[src/rtl/vga_pkg.sv]
// Shared VGA timing, Tetris board geometry, colour-code type and palette.
package vga_pkg;
  localparam int H_ACTIVE = 640, H_FP = 16, H_SYNC = 96, H_BP = 48, H_TOTAL = 800;
  localparam int V_ACTIVE = 480, V_FP = 10, V_SYNC = 2,  V_BP = 33, V_TOTAL = 525;

  localparam int BRD_X0         = 240;
  localparam int BRD_Y0         = 80;
  localparam int BRD_CELL_SHIFT = 4;
  localparam int BRD_COLS       = 10;
  localparam int BRD_ROWS       = 20;
  localparam int BRD_BORDER     = 4;
  localparam int BRD_CELLS      = BRD_COLS * BRD_ROWS;
  localparam int VGA_IN_SKEW    = 1;

  typedef logic [2:0] code_t;

  typedef struct packed {
    logic blank_n;
    logic hs;
    logic vs;
  } sync_t;

  typedef struct packed {
    logic in_board;
    logic in_border;
    logic grid;
  } flags_t;

  function automatic logic [23:0] palette(input code_t c);
    case (c)
      3'd1:    palette = 24'h00FFFF;
      3'd2:    palette = 24'hFFFF00;
      3'd3:    palette = 24'hFF00FF;
      3'd4:    palette = 24'h00FF00;
      3'd5:    palette = 24'hFF0000;
      3'd6:    palette = 24'h0000FF;
      3'd7:    palette = 24'hFF8000;
      default: palette = 24'h000000;
    endcase
  endfunction
endpackage

[src/rtl/board_ram_dp.sv]
// Two-bank cell RAM: one write port, one synchronous read port, bank bit per port.
module board_ram_dp
  import vga_pkg::*;
#(
  parameter int DEPTH = BRD_CELLS
) (
  input  logic       clk,
  input  logic       we,
  input  logic       wbank,
  input  logic [7:0] waddr,
  input  code_t      wdata,
  input  logic       rbank,
  input  logic [7:0] raddr,
  output code_t      rdata
);
  code_t mem [2][DEPTH];

  always_ff @(posedge clk) begin
    if (we && (waddr < 8'(DEPTH))) mem[wbank][waddr] <= wdata;
    rdata <= mem[rbank][raddr];
  end
endmodule

[src/rtl/tetris_board_renderer.sv]
// Board pixel-colour stage: coordinate decode, front-bank lookup, palette and
// sync re-alignment, plus VS-synchronised front/back buffer swap.
module tetris_board_renderer
  import vga_pkg::*;
#(
  parameter int BOARD_X0   = BRD_X0,
  parameter int BOARD_Y0   = BRD_Y0,
  parameter int CELL_SHIFT = BRD_CELL_SHIFT,
  parameter int COLS       = BRD_COLS,
  parameter int ROWS       = BRD_ROWS,
  parameter int BORDER     = BRD_BORDER,
  parameter int IN_SKEW    = VGA_IN_SKEW
) (
  input  logic        CLK_25,
  input  logic        RST_N,
  input  logic [10:0] X,
  input  logic [10:0] Y,
  input  logic        BLANK_N_IN,
  input  logic        HS_IN,
  input  logic        VS_IN,
  input  logic        WE,
  input  logic [7:0]  WADDR,
  input  logic [2:0]  WDATA,
  input  logic        SWAP_REQ,
  output logic        SWAP_ACK,
  output logic [7:0]  VGA_R,
  output logic [7:0]  VGA_G,
  output logic [7:0]  VGA_B,
  output logic        VGA_BLANK_N,
  output logic        VGA_HS,
  output logic        VGA_VS
);
  localparam int SYNC_STAGES = 2 + IN_SKEW;
  localparam logic signed [11:0] X0 = 12'(BOARD_X0);
  localparam logic signed [11:0] Y0 = 12'(BOARD_Y0);
  localparam logic signed [11:0] BW = 12'(COLS << CELL_SHIFT);
  localparam logic signed [11:0] BH = 12'(ROWS << CELL_SHIFT);
  localparam logic signed [11:0] FR = 12'(BORDER);
  localparam sync_t SYNC_RST = '{blank_n: 1'b0, hs: 1'b1, vs: 1'b1};

  logic signed [11:0] rel_x, rel_y;
  logic               outer;
  logic [3:0]         col;
  logic [4:0]         row;
  logic [7:0]         raddr;
  flags_t             f_d, f_q;
  code_t              code;
  sync_t [SYNC_STAGES-1:0] sync_pipe;
  logic [23:0]        rgb_d, rgb_q;
  logic               front, vs_q, vs_fall;

  always_comb begin
    rel_x = $signed({1'b0, X}) - X0;
    rel_y = $signed({1'b0, Y}) - Y0;
    f_d.in_board = (rel_x >= 12'sd0) && (rel_x < BW) && (rel_y >= 12'sd0) && (rel_y < BH);
    outer = (rel_x >= -FR) && (rel_x < BW + FR) && (rel_y >= -FR) && (rel_y < BH + FR);
    f_d.in_border = outer && !f_d.in_board;
    f_d.grid = (rel_x[CELL_SHIFT-1:0] == '0) || (rel_y[CELL_SHIFT-1:0] == '0);
    col = rel_x[CELL_SHIFT +: 4];
    row = rel_y[CELL_SHIFT +: 5];
    // row*10 from shifts; off-board coordinates park on cell 0
    raddr = f_d.in_board ? ({row, 3'b000} + {2'b00, row, 1'b0} + {4'b0000, col}) : 8'd0;
  end

  board_ram_dp #(.DEPTH(COLS * ROWS)) u_ram (
    .clk   (CLK_25),
    .we    (WE),
    .wbank (~front),
    .waddr (WADDR),
    .wdata (WDATA),
    .rbank (front),
    .raddr (raddr),
    .rdata (code)
  );

  always_ff @(posedge CLK_25 or negedge RST_N) begin
    if (!RST_N) begin
      f_q       <= '0;
      sync_pipe <= {SYNC_STAGES{SYNC_RST}};
      rgb_q     <= '0;
    end else begin
      f_q       <= f_d;
      sync_pipe <= {sync_pipe[SYNC_STAGES-2:0], sync_t'{BLANK_N_IN, HS_IN, VS_IN}};
      rgb_q     <= rgb_d;
    end
  end

  // blank tap is the one entering the output stage alongside rgb_d
  always_comb begin
    rgb_d = 24'h000000;
    if (!sync_pipe[SYNC_STAGES-2].blank_n) rgb_d = 24'h000000;
    else if (f_q.in_border)                rgb_d = 24'hFFFFFF;
    else if (f_q.in_board && code != '0)   rgb_d = palette(code);
    else if (f_q.in_board && f_q.grid)     rgb_d = 24'h404040;
    else if (f_q.in_board)                 rgb_d = 24'h202020;
  end

  assign vs_fall = vs_q & ~VS_IN;

  always_ff @(posedge CLK_25 or negedge RST_N) begin
    if (!RST_N) begin
      vs_q     <= 1'b1;
      front    <= 1'b0;
      SWAP_ACK <= 1'b0;
    end else begin
      vs_q     <= VS_IN;
      SWAP_ACK <= vs_fall & SWAP_REQ;
      if (vs_fall && SWAP_REQ) front <= ~front;
    end
  end

  assign {VGA_R, VGA_G, VGA_B} = rgb_q;
  assign VGA_BLANK_N = sync_pipe[SYNC_STAGES-1].blank_n;
  assign VGA_HS      = sync_pipe[SYNC_STAGES-1].hs;
  assign VGA_VS      = sync_pipe[SYNC_STAGES-1].vs;
endmodule

[config.mk]
export PLATFORM = sky130hd
export DESIGN_NAME = tetris_board_renderer
export DESIGN_NICKNAME = d
export VERILOG_FILES = /design/src/rtl/vga_pkg.sv /design/src/rtl/board_ram_dp.sv /design/src/rtl/tetris_board_renderer.sv
export SDC_FILE = /design/constraint.sdc
export NUM_CORES = 2
export LEC_CHECK = 0
export CAP_MARGIN = 5
export CORE_ASPECT_RATIO = 1.5
export CORE_MARGIN = 1.5
export CORE_UTILIZATION = 40
export CTS_BUF_LIST = sky130_fd_sc_hd__clkbuf_8
export DETAILED_ROUTE_END_ITERATION = 8
export PLACE_DENSITY = 0.65
export SLEW_MARGIN = 20
export SYNTH_ARGS = -nofsm -noshare
export SYNTH_HDL_FRONTEND = slang
export SYNTH_SLANG_ARGS = --single-unit
export TNS_END_PERCENT = 20
[constraint.sdc]
create_clock -name CLK_25 -period 5.6 [get_ports CLK_25]
set_input_delay 1.68 -clock CLK_25 [delete_from_list [all_inputs] [get_ports CLK_25]]
set_output_delay 1.68 -clock CLK_25 [all_outputs]
set_load 0.02 [all_outputs]
==> flow_metrics.py <==
metrics = {
    "outcome": {
        "status": "finished, final reports clean",
    },
    "job": {
        "cap_violations": 0,
    },
    "power": {
        "p_leak_nw": 18.3,
        "vdd_drop_max_uv": 324,
        "power.density_mw_per_mm2": 344,
    },
    "placement": {
        "gp_congestion": 0.896,
        "dpl_cell_area_mm2": 0.0542,
        "portBuffers": 67,
        "hpwl_mm": 83.6,
    },
    "setup_path": {
        "cp-end-kind": "register",
        "critPathSlowestCell": "clkdlybuf4s50_1",
        "crit_path_cell_trace": "clkdlybuf4s50_1 > inv_1 > ha_1 > buf_4 > nor2b_1 > a21oi_1 > or3_1 > a2111oi_4 > buf_12 > buf_4 > buf_4 > mux4_2 > nand2_1 > a311oi_1 > nand4_1 > nand4_1 > buf_4 > o311a_1",
        "cp_max_fo": 17,
        "worst-setup-path-type": "in -> reg",
        "arrival_ns": 6.15,
        "crit_top_cell": "buf_4",
        "cp_slowest_stage_delay_ns": 0.49,
        "worst_setup_path_start_kind": "primary input",
        "crit_required_ns": 6.41,
    },
    "floorplanning": {
        "rows": 158,
        "fp.dieW_um": 291,
        "fp.dieH_um": 435,
        "num_io_pins": 68,
        "fp.dieArea_mm2": 0.127,
        "start_util_pct": 40.3,
        "core_mm2": 0.124,
    },
    "finish": {
        "seqCellArea_mm2": 0.0367,
        "finalInstanceArea_mm2": 0.0572,
        "areaGrowthSynthToFinish_pct": 15.1,
        "layout_commonest_cell": "edfxtp_1",
        "multi_input_area_mm2": 0.0121,
        "drive_gt1_share_pct": 25.2,
        "most-common-layout-cells": "edfxtp_1 (1200), nor2_1 (436), mux4_2 (292)",
        "nets": 3199,
        "n_fill_cell": 10400,
    },
    "timing": {
        "rsz0062_at_grt": "no",
        "tightestPinTransition_ns": 1.07,
        "fin_crit_ns": 5.34,
        "setup-violations-final": 0,
        "fmax_mhz": 187,
        "period_share_pct": 95.3,
        "fin_skew_ns": 0.0324,
        "hold_violations": 0,
        "slew_headroom_pct": 28.5,
        "holdWs_ns": 0.350,
        "slew_violations": 0,
    },
    "clocking": {
        "clk_pin_slew_ns": 0.06,
        "cts_root_buffer": "clkbuf_8",
        "cts_resized": 0,
        "clock_sinks": 1227,
        "cts_buffer_depth": 3,
        "cts_buffers": 170,
        "cts_tree": "done",
        "clk_latency_ns": 0.88,
        "hold_buffers": 0,
        "cts_setup_buffers": 0,
        "h-tree-depth": 4,
    },
    "logic_synthesis": {
        "syn-mean-instance-area_um2": 17.8,
        "ys_warn_count": 0,
        "synth-seq-area-share_pct": 73.8,
        "async_flop_share_pct": 1.96,
        "netlist_area_mm2": 0.0498,
        "synth_edf_count": 1200,
        "synth_seq_cells": 1227,
        "ys_types": 71,
        "syn_nets": 2858,
        "yosys_most_used_dff": "edfxtp_1",
        "synth_cells": 2801,
    },
    "grt": {
        "grt_pass1_vias": 28472,
        "grt_pass1_wl_mm": 186,
        "globalRouteTotalUtil_pct": 20.2,
        "overflow": 0,
        "grt_max_degree": 150,
        "antenna_found_initial": 2,
    },
    "detailed_routing": {
        "drtPass1Iterations": 5,
        "wirelength_mm": 127,
        "vias_per_cell": 5.54,
        "wl_per_cell_um": 26.1,
        "dr.first_iter.drc_count": 2674,
        "drc_errors": 0,
        "ant_nets": 0,
        "via_count": 27064,
    },
    "min_path": {
        "hold_class": "reg -> reg",
    },
}
critical path: cells and delay by family:
kind | cells | cell delay, ns
mux | 1 | 0.24
fa+ha+maj | 1 | 0.22
simple gates | 5 | 1.35
compound gates | 4 | 1.04
buf+inv | 7 | 1.60
kinds of logic after synthesis:
| logic type | share of synthesized area, % |
|---|---|
| DFF | 73.8 |
| and+or+nand+nor | 6.99 |
| muxes | 14.2 |
| buffers and inverters | 2.04 |
| AOI/OAI and AO/OA | 2.35 |
| adders and majority gates | 0.458 |
| xor gates and xnor gates | 0.194 |
sequential cells by signal, indices dropped and copies added (netlist names):
signal and flops:
front 1, VGA_VS 1, sync_pipe 5, f_q 3
VGA_BLANK_N 1, VGA_HS 1, u_ram.rdata 3, vs_q 1
u_ram.mem 1200, rgb_q 10, SWAP_ACK 1
worst paths after layout:
| kind | start | end | slack, ns | cells past startpoint |
|---|---|---|---|---|
| worst max register to register | front | u_ram.rdata[1] | 1.59 | 7 |
| worst max-delay path | Y[4] | u_ram.rdata[0] | 0.26 | 18 |
| worst min-delay path | sync_pipe[2] | sync_pipe[5] | 0.35 | 0 |
| max in group asynchronous | RST_N | front | 4.47 | 1 |
| worst min register to register | sync_pipe[2] | sync_pipe[5] | 0.35 | 0 |
| min in group asynchronous | RST_N | rgb_q[13] | 0.74 | 1 |
report_power, final:
group | leakage (nW) | internal (mW) | switching [mW] | total, mW
logic | 5.41 | 1.55 | 1.57 | 3.12
clock network | 1.78 | 3.02 | 3.35 | 6.37
registers | 11.1 | 10.1 | 0.122 | 10.2
total | 18.3 | 14.7 | 5.05 | 19.7
per-layer routing:
| layer | global-route usage (%) | routed length (um) |
|---|---|---|
| met4 | 9.41 | 5800 |
| met1 | 23.1 | 45600 |
| met2 | 36.3 | 67900 |
| met5 | 0 | 11 |
| met3 | 3.80 | 8060 |
Yosys cell counts, types with 21 or more instances:
cell / count / area [um2]
nand4_1: 28 / 175
nand2_1: 234 / 878
nand3_1: 70 / 350
edfxtp_1: 1200 / 36000
a21oi_1: 24 / 120
mux4_2: 292 / 6580
nor2_1: 440 / 1650
buf_4: 39 / 293
mux2i_1: 44 / 440
buf_2: 21 / 105
clkbuf_1: 100 / 375
inv_1: 22 / 82.6
metrics by stage:
step           cells  power, mW  setup TNS [ns]  utilization, %  setup WS [ns]
6_report        4885       19.7               0            46.3          0.261
2_1_floorplan   2801       12.6               0               -          0.340
3_3_place_gp    4570       13.6           -1.51            43.8         -0.518
5_1_grt         4885       20.4               0            46.3          0.112
4_1_cts         4884       19.9               0            46.3          0.339
3_5_place_dp    4570       13.6           -1.65            43.8         -0.583
area by class of cell:
cell class,instances,share of cell area [%]
diodes,1,0.00437
flip-flops and latches,1227,64.1
repair buffers,355,5.67
clock buffers,171,4.11
well taps,1600,3.50
clock inverters,143,1.27
multi-input cells,1365,21.2
inverters,23,0.151
Power figures use the tool's default switching activity.
